===== src/rtl/dac_frame_serializer.sv =====
// dac_frame_serializer: scales/saturates a 32-bit signed filter sample to a 12-bit offset-binary code and shifts {CMD, code} MSB-first to an SPI DAC.
// Ports: clk, rst (sync, active-high), sample_valid/yn (sample strobe and data), ready (idle, strobe accepted),
//        drop (strobe ignored while busy), clipped (saturation on the captured sample), cs_n/sclk/mosi (SPI),
//        ldac_n (DAC load strobe, only when DAC_LDAC_EN is defined; adds an LDAC state after HOLD).
module dac_frame_serializer #(
  parameter int SHIFT = 16,
  parameter int CLK_DIV = 2,
  parameter logic [3:0] CMD = 4'h3
) (
  input  logic               clk,
  input  logic               rst,
  input  logic               sample_valid,
  input  logic signed [31:0] yn,
  output logic               ready,
  output logic               drop,
  output logic               clipped,
  output logic               cs_n,
  output logic               sclk,
  output logic               mosi
`ifdef DAC_LDAC_EN
  ,
  output logic               ldac_n
`endif
);
  localparam int DW = CLK_DIV > 1 ? $clog2(CLK_DIV) : 1;
  localparam logic [DW-1:0] DIV_END = DW'(CLK_DIV - 1);
`ifdef DAC_LDAC_EN
  typedef enum logic [1:0] {S_IDLE, S_SHIFT, S_HOLD, S_LDAC} state_t;
`else
  typedef enum logic [1:0] {S_IDLE, S_SHIFT, S_HOLD} state_t;
`endif
  state_t state, state_n;
  logic [15:0] frame, frame_n;
  logic [3:0] bit_cnt, bit_n;
  logic [DW-1:0] div_cnt, div_n;
  logic phase, phase_n;
  logic div_end, accept, clip;
  logic signed [31:0] s;
  logic signed [32:0] sum;
  logic [11:0] code;
  // sum is one bit wider so a small SHIFT cannot overflow when the offset is added
  always_comb begin
    s = yn >>> SHIFT;
    sum = {s[31], s} + 33'sd2048;
    clip = sum < 33'sd0 || sum > 33'sd4095;
    code = sum < 33'sd0 ? 12'h000 : sum > 33'sd4095 ? 12'hfff : sum[11:0];
  end
  assign accept = ready & sample_valid;
  assign div_end = div_cnt == DIV_END;
  always_comb begin
    state_n = state;
    frame_n = frame;
    bit_n = bit_cnt;
    div_n = div_cnt;
    phase_n = phase;
    case (state)
      S_IDLE: begin
        state_n = accept ? S_SHIFT : S_IDLE;
        frame_n = accept ? {CMD, code} : frame;
        bit_n = 4'd15;
        div_n = '0;
        phase_n = 1'b0;
      end
      S_SHIFT: begin
        div_n = div_end ? '0 : div_cnt + 1'b1;
        phase_n = phase ^ div_end;
        bit_n = phase && div_end ? bit_cnt - 1'b1 : bit_cnt;
        state_n = phase && div_end && bit_cnt == 4'd0 ? S_HOLD : S_SHIFT;
      end
      S_HOLD: begin
        div_n = div_end ? '0 : div_cnt + 1'b1;
`ifdef DAC_LDAC_EN
        state_n = div_end ? S_LDAC : S_HOLD;
`else
        state_n = div_end ? S_IDLE : S_HOLD;
`endif
      end
`ifdef DAC_LDAC_EN
      S_LDAC: begin
        div_n = div_end ? '0 : div_cnt + 1'b1;
        state_n = div_end ? S_IDLE : S_LDAC;
      end
`endif
      default: state_n = S_IDLE;
    endcase
  end
  // ready is a register so it stays low during reset even though the state is IDLE
  always_ff @(posedge clk) begin
    if (rst) begin
      state <= S_IDLE;
      frame <= '0;
      bit_cnt <= '0;
      div_cnt <= '0;
      phase <= 1'b0;
      ready <= 1'b0;
      drop <= 1'b0;
      clipped <= 1'b0;
    end else begin
      state <= state_n;
      frame <= frame_n;
      bit_cnt <= bit_n;
      div_cnt <= div_n;
      phase <= phase_n;
      ready <= state_n == S_IDLE;
      drop <= sample_valid & ~ready;
      clipped <= accept & clip;
    end
  end
  assign cs_n = state != S_SHIFT;
  assign sclk = state == S_SHIFT && phase;
  assign mosi = state == S_SHIFT && frame[bit_cnt];
`ifdef DAC_LDAC_EN
  assign ldac_n = state != S_LDAC;
`endif
endmodule


===== config.mk =====
export PLATFORM = sky130hd
export DESIGN_NAME = dac_frame_serializer
export DESIGN_NICKNAME = d
export VERILOG_FILES = /design/src/rtl/dac_frame_serializer.sv
export SDC_FILE = /design/constraint.sdc
export NUM_CORES = 1
export LEC_CHECK = 0
export CAP_MARGIN = 5
export CELL_PAD_IN_SITES_DETAIL_PLACEMENT = 0
export CELL_PAD_IN_SITES_GLOBAL_PLACEMENT = 1
export CORE_MARGIN = 2
export CORE_UTILIZATION = 30
export CTS_CLUSTER_DIAMETER = 120
export DETAILED_ROUTE_END_ITERATION = 10
export PLACE_DENSITY = 0.73
export SLEW_MARGIN = 5
export SYNTH_ARGS = -nofsm -noshare
export SYNTH_HDL_FRONTEND = slang
export SYNTH_SLANG_ARGS = --single-unit

===== constraint.sdc =====
create_clock -name clk -period 1.8 [get_ports clk]
set_clock_uncertainty 0.15 [all_clocks]
set_input_delay 0.36 -clock clk [delete_from_list [all_inputs] [get_ports clk]]
set_output_delay 0.36 -clock clk [all_outputs]
set_load 0.02 [all_outputs]

==> results of run 1 <==
-- sequential cells by signal (all words and copies together) (netlist names) --
| register | count |
|---|---|
| frame | 13 |
| bit_cnt | 4 |
| state | 2 |
| clipped | 1 |
| div_cnt | 1 |
| drop | 1 |
| phase | 1 |
| ready | 1 |
-- cells by family after synthesis --
group,after synthesis
AOI/OAI and AO/OA,33
buffers and inverters,19
adders and majority gates,9
DFF,24
muxes,4
and+or+nand+nor,41
-- metrics by stage --
stage	setup TNS [ps]	util [%]	hold slack [ps]	total power, uW	setup slack [ps]
floorplan	-16.4	-	281	768	-16.4
global placement	-4930	46.4	309	935	-473
detailed placement	-5720	46.4	318	943	-488
CTS	-440	47.8	345	1300	-440
global route	-425	50.0	371	1380	-425
finish	-371	50.0	339	1300	-371
-- path summary, 6_finish.rpt --
kind,from,end,slack (ps),cells after the start
worst min register to register,ready,drop,340,1
worst max register to register,state[0],frame[3],110,7
worst max-delay path,bit_cnt[0],mosi,-370,5
worst min-delay path,ready,drop,340,1
-- cell type report --
class	instances	area, um^2
fill	376	2000
multi-input combinational	87	777
timing repair buffer	70	584
sequential	24	485
tap	50	62.6
clock buffer	4	55.1
inverter	10	37.5
-- worst max-delay path, delay by kind of cell (launching register included) --
family                 cells  cell delay (ps)
multiplexers               1              490
AND/OR/NAND/NOR            2              190
flip-flops                 1              370
buffers and inverters      1              140
AO/OA/AOI/OAI              1              210
-- routing by layer --
layer	share of wire, %	track usage [%]	up-vias
met4	0.89	4.25	0
li1	-	-	610
met1	48	18.1	545
met3	3.8	3.08	2
met5	0	0	-
met2	48	23.6	23
-- power by group through the flow --
stage | Clock (uW) | Combinational [uW] | Sequential (uW)
after CTS | 368 | 330 | 602
after floorplan | 0 | 160 | 608
after global routing | 393 | 377 | 608
after global placement | 0 | 323 | 612
final | 360 | 343 | 602
after detailed placement | 0 | 329 | 614
-- synth_stat cells, types with 2 or more instances --
cell,number,area (um^2)
a21oi_1,7,35.0
a311oi_1,2,17.5
buf_2,3,15.0
buf_4,2,15.0
clkbuf_1,2,7.51
dfxtp_1,24,480
ha_1,9,113
inv_1,10,37.5
mux2i_1,2,20.0
mux4_2,2,45.0
nand2_1,7,26.3
nand3_1,2,10.0
nand4_1,4,25.0
nor2_1,13,48.8
nor2b_1,2,12.5
nor3_1,6,30.0
nor3b_1,2,15.0
o221a_1,12,135
-- what timing repair did --
item	CTS	global route
gates cloned	0	1
hold buffers	0	0
gates resized for setup	20	18
endpoints found under the setup margin	16	15
pin swaps	1	4
setup buffers	0	1
==> run metrics, run 1 <==
status=finished with violations; failing checks=setup timing; CTS max path bufs=2; Syn Inst Count=130; final WL=3020 um; DRC Markers=0; total core area=~0.004 mm^2; Inst Count DP=239; Rows=23; Crit Path Class=flop to output pin; Worst slew margin=about 73%; Power Density=around 650 mW/mm^2; Flop pwr share=46.2%; Antenna Cells=0; hpwl dp=2390 um; first-pass GRT wire length=5020 um; vias=1,180; P_int=968 uW; Antenna Nets Post-Route=0; Initial Util=31.3%; Initial DRC Count=84; Post-synth ARST share=0%; Adder-Cell Fraction of Synth Area=9.00%; post-synth cell types=37; max cap viols=0; area grow syn2layout=60.0%; clock insertion delay at the later pin of the skew report=260 ps; Slew Limit Fails=0; total CTS buffers=3; Yosys warning count=0; I/O Pins=41; vias per cell=4.82; Routed WL per cell=12.3 um; most frequent cells in the layout=46 x buf_4, 22 x dfxtp_1, 15 x clkdlybuf4s50_1; Synth Flop Type=dfxtp_1; fin cells=245; Seq cells post-synth=24; Die Wd=68.6 um; Critical Path RT=1290 ps; total grt overflow=0; synthesized area=0.00125 mm^2; GRT Util Overall=14.1%; H-tree depth=1; xor and xnor area share after synthesis=0%; CTS sink cnt=24; EDFF count, synth=0; nets=between 200 and 250; largest family of logic cells by synthesized area=compound AO/OA/AOI/OAI gates; commonest non-fill, non-tap cell in the layout=buf_4; Worst-Margin Slew=400 ps; Crit Path Max Fanout=3; period utilisation layout=121%; Comb pwr share=approximately a quarter; antenna violations before repair=0; Synth Area per Inst=between 9 and 10 um^2; Setup crit end kind=output pin; CP max stage delay=490 ps; Hold Path Class=flop to flop; fin area=0.00200 mm^2; sequential share of the synthesized area=between 30% and 40%; CTS tree=done; mux cell area share after synthesis=5.20%; Synthesized Nets=174; maximum vdd drop=345 uV; sw frac=25.8%; clock network fraction of total power=27.6%; Leak=about 0.00086 uW; port bufs=24; Setup Viol. Count Final=1; Cell Area, Placed=0.00186 mm^2; RSZ-0062 raised after global routing=true; Pre-antenna DRT Iters=4; clock root cell=clkbuf_8; worst path cell trace=mux4_2 > nor2b_4 > a211oi_2 > nor3_4 > buf_6; Peak Freq=about 460 MHz; Synth Area in Simple Gates=16.7%; CTS clk-pin slew, worst paths=around 80 ps; Die Ht=~70 um; compound-cell area share of the yosys netlist=23.5%; CP max stage cell=mux4_2; Hold Violations, Final=0; Tmin final=2170 ps; final estimated routing congestion in global placement=about 0.8; NetSw=336 uW; largest net degree at the start of global routing=14; share of cells above drive strength 1=37.4%; Startpoint Class=flop; final setup margin=-371 ps; Die ar.=0.00470 mm^2; CP arrival=about 1700 ps; vias in the first global route=1,155
No activity file was read; power rests on OpenSTA's default activity.
==> run 2: changes to the inputs <==
Settings changed: CORE_MARGIN 2 to not set.
==> run 2 against run 1 <==
  * Routed wire length up 5.2%
  * Register-to-register slack about the same
  * Clock power up 3%
  * Largest cell class unchanged
  * First-iteration DRC count down 61%
  * Hold slack worse by 4.2 ps
  * Global-route usage up 1.9 points
  * Sequential power about the same
  * Highest routed layer unchanged
  * The run still ends with setup timing left
==> run metrics, run 2 (synthesized netlist as in run 1, its figures left out) <==
Worst-Margin Slew=420 ps; Setup Viol. Count Final=1; CP arrival=~1700 ps; Initial Util=between 30% and 40%; Crit Path Max Fanout=3; CTS tree=done; Register Area=485 um^2; Pre-antenna DRT Iters=4; area used by multi-input combinational logic=~750 um^2; failing checks=setup timing; Setup crit end kind=output pin; Die ar.=0.00443 mm^2; P_int=960 uW; Power Density=~670 mW/mm^2; maximum vdd drop=a little under 300 uV; clock network fraction of total power=28.3%; NetSw=346 uW; Leak=approximately 0.0008 uW; H-tree depth=1; first-pass GRT wire length=5400 um; clock insertion delay at the later pin of the skew report=270 ps; worst hold margin=~330 ps; Tmin final=2190 ps; antenna violations before repair=0; Startpoint Class=flop; Initial DRC Count=33; Antenna Nets Post-Route=0; Hold Violations, Final=0; commonest non-fill, non-tap cell in the layout=buf_4; Routed WL per cell=about 13 um; fin util=48.6%; status=finished with violations; reg-to-reg critical path startpoint=state[0]; Inst Count DP=236; total grt overflow=0; GRT Util Overall=16.0%; Reg with most FFs=frame; most frequent cells in the layout=43 x buf_4, 22 x dfxtp_1, 15 x clkdlybuf4s50_1; Hold Path Class=flop to flop; Flop pwr share=46.3%; I/O Pins=41; max reg flops=13; clock root cell=clkbuf_8; biggest regs=frame x13, bit_cnt x4, state x2; largest net degree at the start of global routing=16; Crit Path Class=flop to output pin; Hold EP=frame[12]; Critical Path RT=about 1300 ps; period utilisation layout=121%; area grow syn2layout=55.5%; Peak Freq=457 MHz; Worst R2R End=frame[6]; total CTS buffers=3; vias per cell=5.08; CTS clk-pin slew, worst paths=roughly 90 ps; sw frac=26.5%; RSZ-0062 raised after global routing=true; Antenna Cells=0; final setup margin=-387 ps; CTS max path bufs=2; Rows=23; CTS sink cnt=24; final WL=3170 um; Die Ht=between 60 and 70 um; Comb pwr share=25.4%; total core area=0.00400 mm^2; Hold Path Cell Cnt=2; R2R Setup Slk=about 110 ps; nets=~240; vias in the first global route=roughly 1.3k; startpoint of the worst hold path=frame[12]; Die Wd=between 60 and 70 um; share of cells above drive strength 1=35.9%; final estimated routing congestion in global placement=around 0.75; DRC Markers=0; layout filler cell count=381; CP Launch Point=bit_cnt[0]; Reg2Reg Depth=7; vias=1,230; Worst slew margin=71.8%; Slew Limit Fails=0; fin cells=242; port bufs=24; hpwl dp=2460 um; max cap viols=0
## run 2: cell count changes in the layout (fill, tap and decap cells not counted), sizes merged
cell and change:
buf -3, dlymetal6s2s -4, dlygate4sd2 +4
## run 2: power groups by stage
| stage | combinational, uW | sequential, uW | clock [uW] |
|---|---|---|---|
| finish | 332 | 604 | 370 |
| global route | 361 | 610 | 407 |
| CTS | 328 | 606 | 374 |
| detailed placement | 324 | 617 | 0 |
| global placement | 317 | 614 | 0 |
| floorplan | 160 | 608 | 0 |
## run 2: worst max-delay path by stage
| stage | end |
|---|---|
| after floorplan | mosi |
| after global placement | mosi |
| after detailed placement | mosi |
| after CTS | mosi |
| after global routing | mosi |
| final | mosi |
## run 2: final cells by class
cell class / count / share of cell area [%]
inverters: 10 / 1.93
flip-flops and latches: 24 / 25.0
multi-input cells: 87 / 38.6
repair buffers: 67 / 28.4
clock buffers: 4 / 2.83
well taps: 50 / 3.22
## run 2: through the flow
stage          cell area (um^2)  total power [uW]  worst slack (ps)  setup TNS [ps]
6_report                   1950              1310              -387            -387
5_1_grt                    1950              1380              -433            -433
4_1_cts                    1920              1310              -449            -449
3_5_place_dp               1830               942              -497           -5570
3_3_place_gp               1830               931              -477           -4830
2_1_floorplan              1280               768             -16.4           -16.4
## run 2: what timing repair did
item,CTS,global route
setup endpoints to repair,16,15
pin swaps,4,1
buffers inserted,1,0
gates resized for setup,29,8
hold buffers,0,0
cloned,1,0
## run 2: critical path: stages, from the launching register on
cell,delay [ps]
dfxtp_4,370
mux4_2,490
nor2b_4,140
a211oi_2,220
nor3_4,60
buf_6,140
## run 2: layer usage
layer  GRT usage, %  part of all wire [%]
met1           18.4                    44
met2           29.8                    51
met3           1.54                   2.3
met4           6.12                   2.0
met5              0                     0
